`src/rtl/intr_ctrl.sv`:
```
`default_nettype none
// ============================================================================
// Module   : intr_ctrl
// Brief    : Edge-latched, maskable, fixed-priority interrupt request
//            controller driving the CPU intr/inta handshake with EOI gating.
// Revision : 1.0 - initial release
// ============================================================================
module intr_ctrl #(
   parameter int          N     = 8,
   parameter logic [31:0] VBASE = 32'h0000_0008
) (
   input  logic         clk,
   input  logic         clr,
   input  logic [N-1:0] irq,
   input  logic         inta,
   input  logic         eoi,
   input  logic         mwe,
   input  logic [N-1:0] mwd,
   output logic         intr,
   output logic [2:0]   id,
   output logic [31:0]  vector,
   output logic [N-1:0] mask,
   output logic [N-1:0] pending,
   output logic         busy
);

   localparam logic [1:0] c_st_idle = 2'd0;
   localparam logic [1:0] c_st_req  = 2'd1;
   localparam logic [1:0] c_st_serv = 2'd2;

   logic [1:0]   r_state;
   logic [N-1:0] r_irq_q;
   logic [N-1:0] r_pending;
   logic [N-1:0] r_mask;
   logic         r_intr;
   logic [2:0]   r_id;
   logic         r_busy;

   logic [N-1:0] w_rise;
   logic [N-1:0] w_act;
   logic [N-1:0] w_mask_nxt;
   logic [7:0]   w_mask_ext;
   logic [7:0]   w_clr_ext;
   logic [2:0]   w_win_id;
   logic         w_any;
   logic         w_ack;

   assign w_rise     = irq & ~r_irq_q;
   assign w_act      = r_pending & r_mask;
   assign w_any      = |w_act;
   assign w_mask_nxt = mwe ? mwd : r_mask;
   assign w_ack      = (r_state == c_st_req) && inta;

   // Lowest-numbered active source wins; scan downward so it is assigned last.
   always_comb begin
      w_win_id = 3'd0;
      for (int i = N - 1; i >= 0; i--) begin
         if (w_act[i]) w_win_id = i[2:0];
      end
   end

   // Widen to 8 bits so indexing by the 3-bit id is always in range.
   always_comb begin
      w_mask_ext        = '0;
      w_mask_ext[N-1:0] = w_mask_nxt;
      w_clr_ext         = '0;
      if (w_ack) w_clr_ext[r_id] = 1'b1;
   end

   always_ff @(posedge clk) begin
      if (clr) begin
         r_irq_q   <= '0;
         r_pending <= '0;
         r_mask    <= '0;
      end else begin
         r_irq_q   <= irq;
         r_pending <= (r_pending & ~w_clr_ext[N-1:0]) | w_rise;
         if (mwe) r_mask <= mwd;
      end
   end

   always_ff @(posedge clk) begin
      if (clr) begin
         r_state <= c_st_idle;
         r_intr  <= 1'b0;
         r_id    <= 3'd0;
         r_busy  <= 1'b0;
      end else begin
         case (r_state)
            c_st_idle: begin
               if (w_any) begin
                  r_id    <= w_win_id;
                  r_intr  <= 1'b1;
                  r_state <= c_st_req;
               end
            end
            c_st_req: begin
               // Acknowledge takes precedence over a same-cycle mask-off.
               if (inta) begin
                  r_intr  <= 1'b0;
                  r_busy  <= 1'b1;
                  r_state <= c_st_serv;
               end else if (!w_mask_ext[r_id]) begin
                  r_intr  <= 1'b0;
                  r_state <= c_st_idle;
               end
            end
            c_st_serv: begin
               if (eoi) begin
                  r_busy  <= 1'b0;
                  r_state <= c_st_idle;
               end
            end
            default: begin
               r_intr  <= 1'b0;
               r_busy  <= 1'b0;
               r_state <= c_st_idle;
            end
         endcase
      end
   end

   assign intr    = r_intr;
   assign id      = r_id;
   assign vector  = VBASE + {27'd0, r_id, 2'b00};
   assign mask    = r_mask;
   assign pending = r_pending;
   assign busy    = r_busy;

endmodule
`default_nettype wire

```
`config.mk`:
```
export PLATFORM = sky130hd
export DESIGN_NAME = intr_ctrl
export DESIGN_NICKNAME = d
export VERILOG_FILES = /design/src/rtl/intr_ctrl.sv
export SDC_FILE = /design/constraint.sdc
export NUM_CORES = 1
export LEC_CHECK = 0
export CAP_MARGIN = 20
export CELL_PAD_IN_SITES_DETAIL_PLACEMENT = 1
export CELL_PAD_IN_SITES_GLOBAL_PLACEMENT = 1
export CORE_ASPECT_RATIO = 1.5
export CORE_MARGIN = 4
export CORE_UTILIZATION = 25
export CTS_CLUSTER_DIAMETER = 200
export DETAILED_ROUTE_END_ITERATION = 6
export PLACE_DENSITY_LB_ADDON = 0.1
export RECOVER_POWER = 100
export SLEW_MARGIN = 40
export SYNTH_ARGS = -nofsm -noshare
export SYNTH_HDL_FRONTEND = slang
export SYNTH_SLANG_ARGS = --single-unit
```
`constraint.sdc`:
```
create_clock -name clk -period 1.6 [get_ports clk]
set_clock_uncertainty 0.05 [all_clocks]
set_input_delay 0.24 -clock clk [delete_from_list [all_inputs] [get_ports clk]]
set_output_delay 0.24 -clock clk [all_outputs]
set_load 0.01 [all_outputs]
```
==> impl_metrics.json, run 1 <==
{
  "yosysWarnings": 0,
  "ir_drop_v": 0.000464,
  "max_slew_margin_pct": 59.6,
  "fin_util_pct": 37.1,
  "setup.worst_path.start_class": "flip-flop",
  "drt_wl_total_um": 4400,
  "vias": 1360,
  "cp_max_fo": 3,
  "start_util_pct": 26.0,
  "syn_area_per_cell_um2": 8.56,
  "fp-row-count": 34,
  "n_antenna_cell": 0,
  "finalHoldViolCount": 0,
  "power.density_mw_per_mm2": 912,
  "outcome": "finished with violations",
  "syn-instance-count": 178,
  "place_area_mm2": 0.00209,
  "firstDrtPassIters": 4,
  "cp-end-kind": "flip-flop",
  "area.growth.synth_to_final_pct": 42.9,
  "rsz0062_at_grt": "true",
  "hold_slack_ns": 0.430,
  "yosys.cell_types.count": 25,
  "grt-ovfl-total": 0,
  "fin_crit_ns": 1.74,
  "setup_viol": 2,
  "gp_congestion": 0.807,
  "use_met1_pct": 12.9,
  "use_met2_pct": 24.1,
  "synth-seq-cells": 31,
  "antenna_found_initial": 0,
  "synth-async-reset-ratio_pct": 0,
  "grt_max_degree": 16,
  "leakagePower_nw": 0.942,
  "fin_crit_sh_pct": 109,
  "clock-sinks": 31,
  "maxCapViolations": 0,
  "numPortBuffers": 45,
  "crit_type": "reg2reg",
  "worst_pin_slew_ns": 0.605,
  "clk_latency_ns": 0.27,
  "clkTransAtPathRegs_ns": 0.06,
  "cts_root_buf": "clkbuf_8",
  "grt_pass1_vias": 1511,
  "gr-max-usage-layer": "met2",
  "cts_buffers": 5,
  "ys.flop_type": "dfxtp_1",
  "max_freq_ghz": 0.576,
  "power_mw": 1.99,
  "ant_nets": 0,
  "critPathMaxStageDelay_ns": 0.46,
  "drt_iter0_markers": 14,
  "core_area_mm2": 0.00587,
  "cts_buffer_depth": 2,
  "crit_slowest_cell": "or4b_1",
  "use_met3_pct": 3.10,
  "hpwl_um": 3700,
  "cp_cell_sequence": "inv_2 -> or4b_1 -> a221o_1 -> o22a_1 -> a221oi_2",
  "hold_buffers": 0,
  "drc": 0,
  "syn_area_mm2": 0.00152,
  "hp-class": "reg2reg",
  "finalMaxSlewViolations": 0,
  "fp.dieH_um": 104,
  "crit_arrival_ns": 1.87,
  "io-pin-count": 74,
  "setup_tns_ns": -0.160,
  "cts_tree": "yes",
  "grt_pass1_wl_um": 7400,
  "via_per_inst": 4.29,
  "drive_above_1_share_pct": 13.1,
  "crit_required_ns": 1.74,
  "synth_edf_count": 0,
  "violations": "negative setup slack",
  "synth_seq_area_share_pct": 40.7,
  "htreeDepth": 2,
  "design_area_mm2": 0.00218,
  "final.setup.worst_slack_ns": -0.137,
  "die_w_um": 71.8,
  "track_usage_pct": 12.6,
  "nNetsFinal": 269,
  "wl_per_cell_um": 13.9,
  "fillers": 726,
  "die-area_mm2": 0.00743
}
Yosys cell counts (2+ instances only):
cell	number	area [um2]
a22oi_1	5	37.5
o21ai_1	2	10.0
dfxtp_1	31	621
buf_4	29	218
nand2_1	22	82.6
a21oi_1	15	75.1
nor2_1	22	82.6
a211oi_1	2	15.0
or4b_1	2	20.0
mux2i_1	8	80.1
a221o_1	2	20.0
nand3b_1	2	15.0
ha_1	4	50.1
nor2b_1	16	100
inv_1	4	15.0
clkbuf_1	3	11.3
cell type report:
type	instances	area (um2)	share of cell area [%]
Tap cell	72	90.1	4.14
Multi-Input combinational cell	137	756	34.7
Inverter	4	15.0	0.690
Timing Repair Buffer	65	589	27.1
Clock buffer	8	100	4.60
Sequential cell	31	627	28.8
logic make-up (layout without fill, tap and decap cells):
logic type | Yosys count | in the layout | synth area share (%)
AOI/OAI and AO/OA | 32 | 32 | 14.0
and+or+nand+nor | 65 | 65 | 20.1
DFF | 31 | 31 | 40.7
other | 1 | 28 | 0.246
muxes | 8 | 8 | 5.25
buffers and inverters | 37 | 77 | 16.3
adders and majority gates | 4 | 4 | 3.28
worst paths after layout:
path	endpoint	slack [ns]	from	cells after the start
min	busy$_SDFFE_PP0P_	0.43	busy$_SDFFE_PP0P_	2
max	intr$_SDFFE_PP0P_	-0.14	id[2]$_SDFFE_PP0P_	5
max reg2reg	intr$_SDFFE_PP0P_	-0.14	id[2]$_SDFFE_PP0P_	5
min reg2reg	busy$_SDFFE_PP0P_	0.43	busy$_SDFFE_PP0P_	2
worst max-delay path, delay by kind of cell (launching register included):
family                 cells  cell delay [ns]
AO/OA/AOI/OAI              3             0.75
AND/OR/NAND/NOR            1             0.46
buffers and inverters      1             0.04
flip-flops                 1             0.36
routing by layer:
layer  wire (um)  part of all wire [%]  vias up
met1        1620                    37      653
met5           0                     0        -
met2        2540                    58       33
li1            -                     -      670
met3         188                   4.3        4
met4          53                   1.2        0
registers in the layout (all words and copies together) (netlist names):
signal   count
busy         1
r_irq_q      8
id           3
pending      8
r_state      2
mask         8
intr         1
where the power goes:
part           switching [mW]  internal [mW]  leakage, nW
registers              0.0484          0.829        0.258
clock network           0.272          0.392       0.0515
logic                   0.211          0.233        0.632
total                   0.531           1.45        0.942
through the flow:
| stage | setup slack (ns) | instances |
|---|---|---|
| global route | -0.190 | 317 |
| global placement | -0.460 | 308 |
| detailed placement | -0.485 | 308 |
| floorplan | -0.0831 | 205 |
| CTS | -0.180 | 316 |
| finish | -0.137 | 317 |
repair_timing:
action	in CTS	in global routing
endpoints found under the setup margin	6	6
resized for setup	7	6
setup buffers	0	1
pin swaps	3	3
placed cells by master, fill, tap and decap left out, types with 3 or more instances in the layout:
master	count
clkbuf_8	7
clkbuf_1	4
a22oi_1	5
nor2b_1	16
nor2_1	22
buf_4	16
mux2i_1	8
a21oi_1	15
nand2_1	22
dfxtp_1	28
ha_1	4
conb_1	28
inv_1	3
clkdlybuf4s50_1	38
No activity file was read; power rests on OpenSTA's default activity.
==> run 2, diff against run 1 <==
Settings changed: CELL_PAD_IN_SITES_DETAIL_PLACEMENT 1 to 0.
==> impl_metrics.json, run 2 (synthesis results as in run 1) <==
{
  "outcome": "finished with violations",
  "violations": "negative setup slack",
  "hp-class": "reg2reg",
  "gp_congestion": 0.807,
  "final.setup.worst_slack_ns": -0.140,
  "worstRegToRegCells": 5,
  "finalHoldViolCount": 0,
  "grt_pass1_vias": 1421,
  "fp-row-count": 34,
  "r2r_slack_ns": -0.14,
  "cts_tree": "yes",
  "drt_wl_total_um": 4250,
  "rr_startpoint": "id[2]$_SDFFE_PP0P_",
  "crit_arrival_ns": 1.88,
  "numPortBuffers": 45,
  "core_area_mm2": 0.00587,
  "max_freq_ghz": 0.575,
  "antenna_found_initial": 0,
  "setup.worst_path.start_class": "flip-flop",
  "power_mw": 1.99,
  "area.growth.synth_to_final_pct": 43.4,
  "fin_crit_sh_pct": 109,
  "crit_type": "reg2reg",
  "cts_buffers": 5,
  "fp.dieH_um": 104,
  "whs_path_depth": 2,
  "worst_pin_slew_ns": 0.612,
  "start_util_pct": 26.0,
  "cts_buffer_depth": 2,
  "power.density_mw_per_mm2": 909,
  "wl_per_cell_um": 13.4,
  "drc": 0,
  "max_slew_margin_pct": 59.2,
  "timing.rr.end": "intr$_SDFFE_PP0P_",
  "layout_commonest_cell": "clkdlybuf4s50_1",
  "htreeDepth": 2,
  "place_ws_ns": -0.465,
  "firstDrtPassIters": 4,
  "io-pin-count": 74,
  "setup_viol": 3,
  "fillers": 655,
  "cp_max_fo": 4,
  "min_from": "busy$_SDFFE_PP0P_",
  "grt_pass1_wl_um": 7010,
  "clkTransAtPathRegs_ns": 0.06,
  "ant_nets": 0,
  "setup_tns_ns": -0.197,
  "n_antenna_cell": 0,
  "finalMaxSlewViolations": 0,
  "clk_latency_ns": 0.28,
  "clock-sinks": 31,
  "vias": 1325,
  "die-area_mm2": 0.00743,
  "drive_above_1_share_pct": 13.4,
  "drt_iter0_markers": 29,
  "via_per_inst": 4.17,
  "final_cell_mix": "37 x clkdlybuf4s50_1, 28 x conb_1, 27 x dfxtp_1",
  "leakagePower_nw": 0.947,
  "hpwl_um": 3490,
  "crit_required_ns": 1.74,
  "track_usage_pct": 12.0,
  "die_w_um": 71.8,
  "cp-end-kind": "flip-flop",
  "grt_max_degree": 16,
  "maxCapViolations": 0,
  "grt-ovfl-total": 0,
  "fin_crit_ns": 1.74,
  "rsz0062_at_grt": "true",
  "min_to": "busy$_SDFFE_PP0P_",
  "nNetsFinal": 270,
  "cts_root_buf": "clkbuf_8",
  "ir_drop_v": 0.000387
}
## run 2: worst max-delay path by stage
stage / start / to / slack, ns / cells past startpoint
2_1_floorplan: id[2]$_SDFFE_PP0P_ / intr$_SDFFE_PP0P_ / -0.08 / 5
3_3_place_gp: inta / intr$_SDFFE_PP0P_ / -0.46 / 5
3_5_place_dp: inta / intr$_SDFFE_PP0P_ / -0.47 / 5
4_1_cts: id[2]$_SDFFE_PP0P_ / intr$_SDFFE_PP0P_ / -0.15 / 5
5_1_grt: id[2]$_SDFFE_PP0P_ / intr$_SDFFE_PP0P_ / -0.19 / 5
6_report: id[2]$_SDFFE_PP0P_ / intr$_SDFFE_PP0P_ / -0.14 / 5
## run 2: layer usage
| layer | up-vias | track usage, % | share of wire (%) |
|---|---|---|---|
| met2 | 35 | 21.9 | 56 |
| met1 | 613 | 12.9 | 38 |
| li1 | 671 | - | - |
| met3 | 6 | 3.20 | 5.0 |
| met4 | 0 | 4.03 | 1.4 |
| met5 | - | 0 | 0 |
## run 2: stage by stage
stage | cell area [um2] | std cells | hold slack, ns | utilization (%)
floorplan | 1630 | 205 | 0.318 | -
global placement | 2090 | 308 | 0.398 | 35.6
detailed placement | 2090 | 308 | 0.426 | 35.6
CTS | 2190 | 317 | 0.437 | 37.3
global route | 2190 | 318 | 0.445 | 37.2
finish | 2190 | 318 | 0.422 | 37.2
## run 2: report_power, final
part	internal, mW	total (mW)	switching, mW
registers	0.829	0.878	0.0485
clock network	0.392	0.669	0.277
logic	0.232	0.439	0.208
total	1.45	1.99	0.533
## run 2: layout make-up
type                    instances  area [um2]  area share, %
repair buffers                 66         593           27.1
well taps                      72        90.1           4.12
multi-input cells             137         759           34.7
flip-flops and latches         31         628           28.7
clock buffers                   8         100           4.58
inverters                       4        15.0          0.687
## run 2: worst max-delay path: stages (launching register included)
cell	delay (ns)
dfxtp_4	0.37
inv_2	0.04
or4b_4	0.47
a221o_1	0.27
o22a_1	0.24
a221oi_2	0.22
## run 2: repair_timing
item	in CTS	in global routing
buffers inserted	1	1
gates resized for setup	8	6
hold buffers	0	0
setup endpoints to repair	6	6
pin swaps	3	3
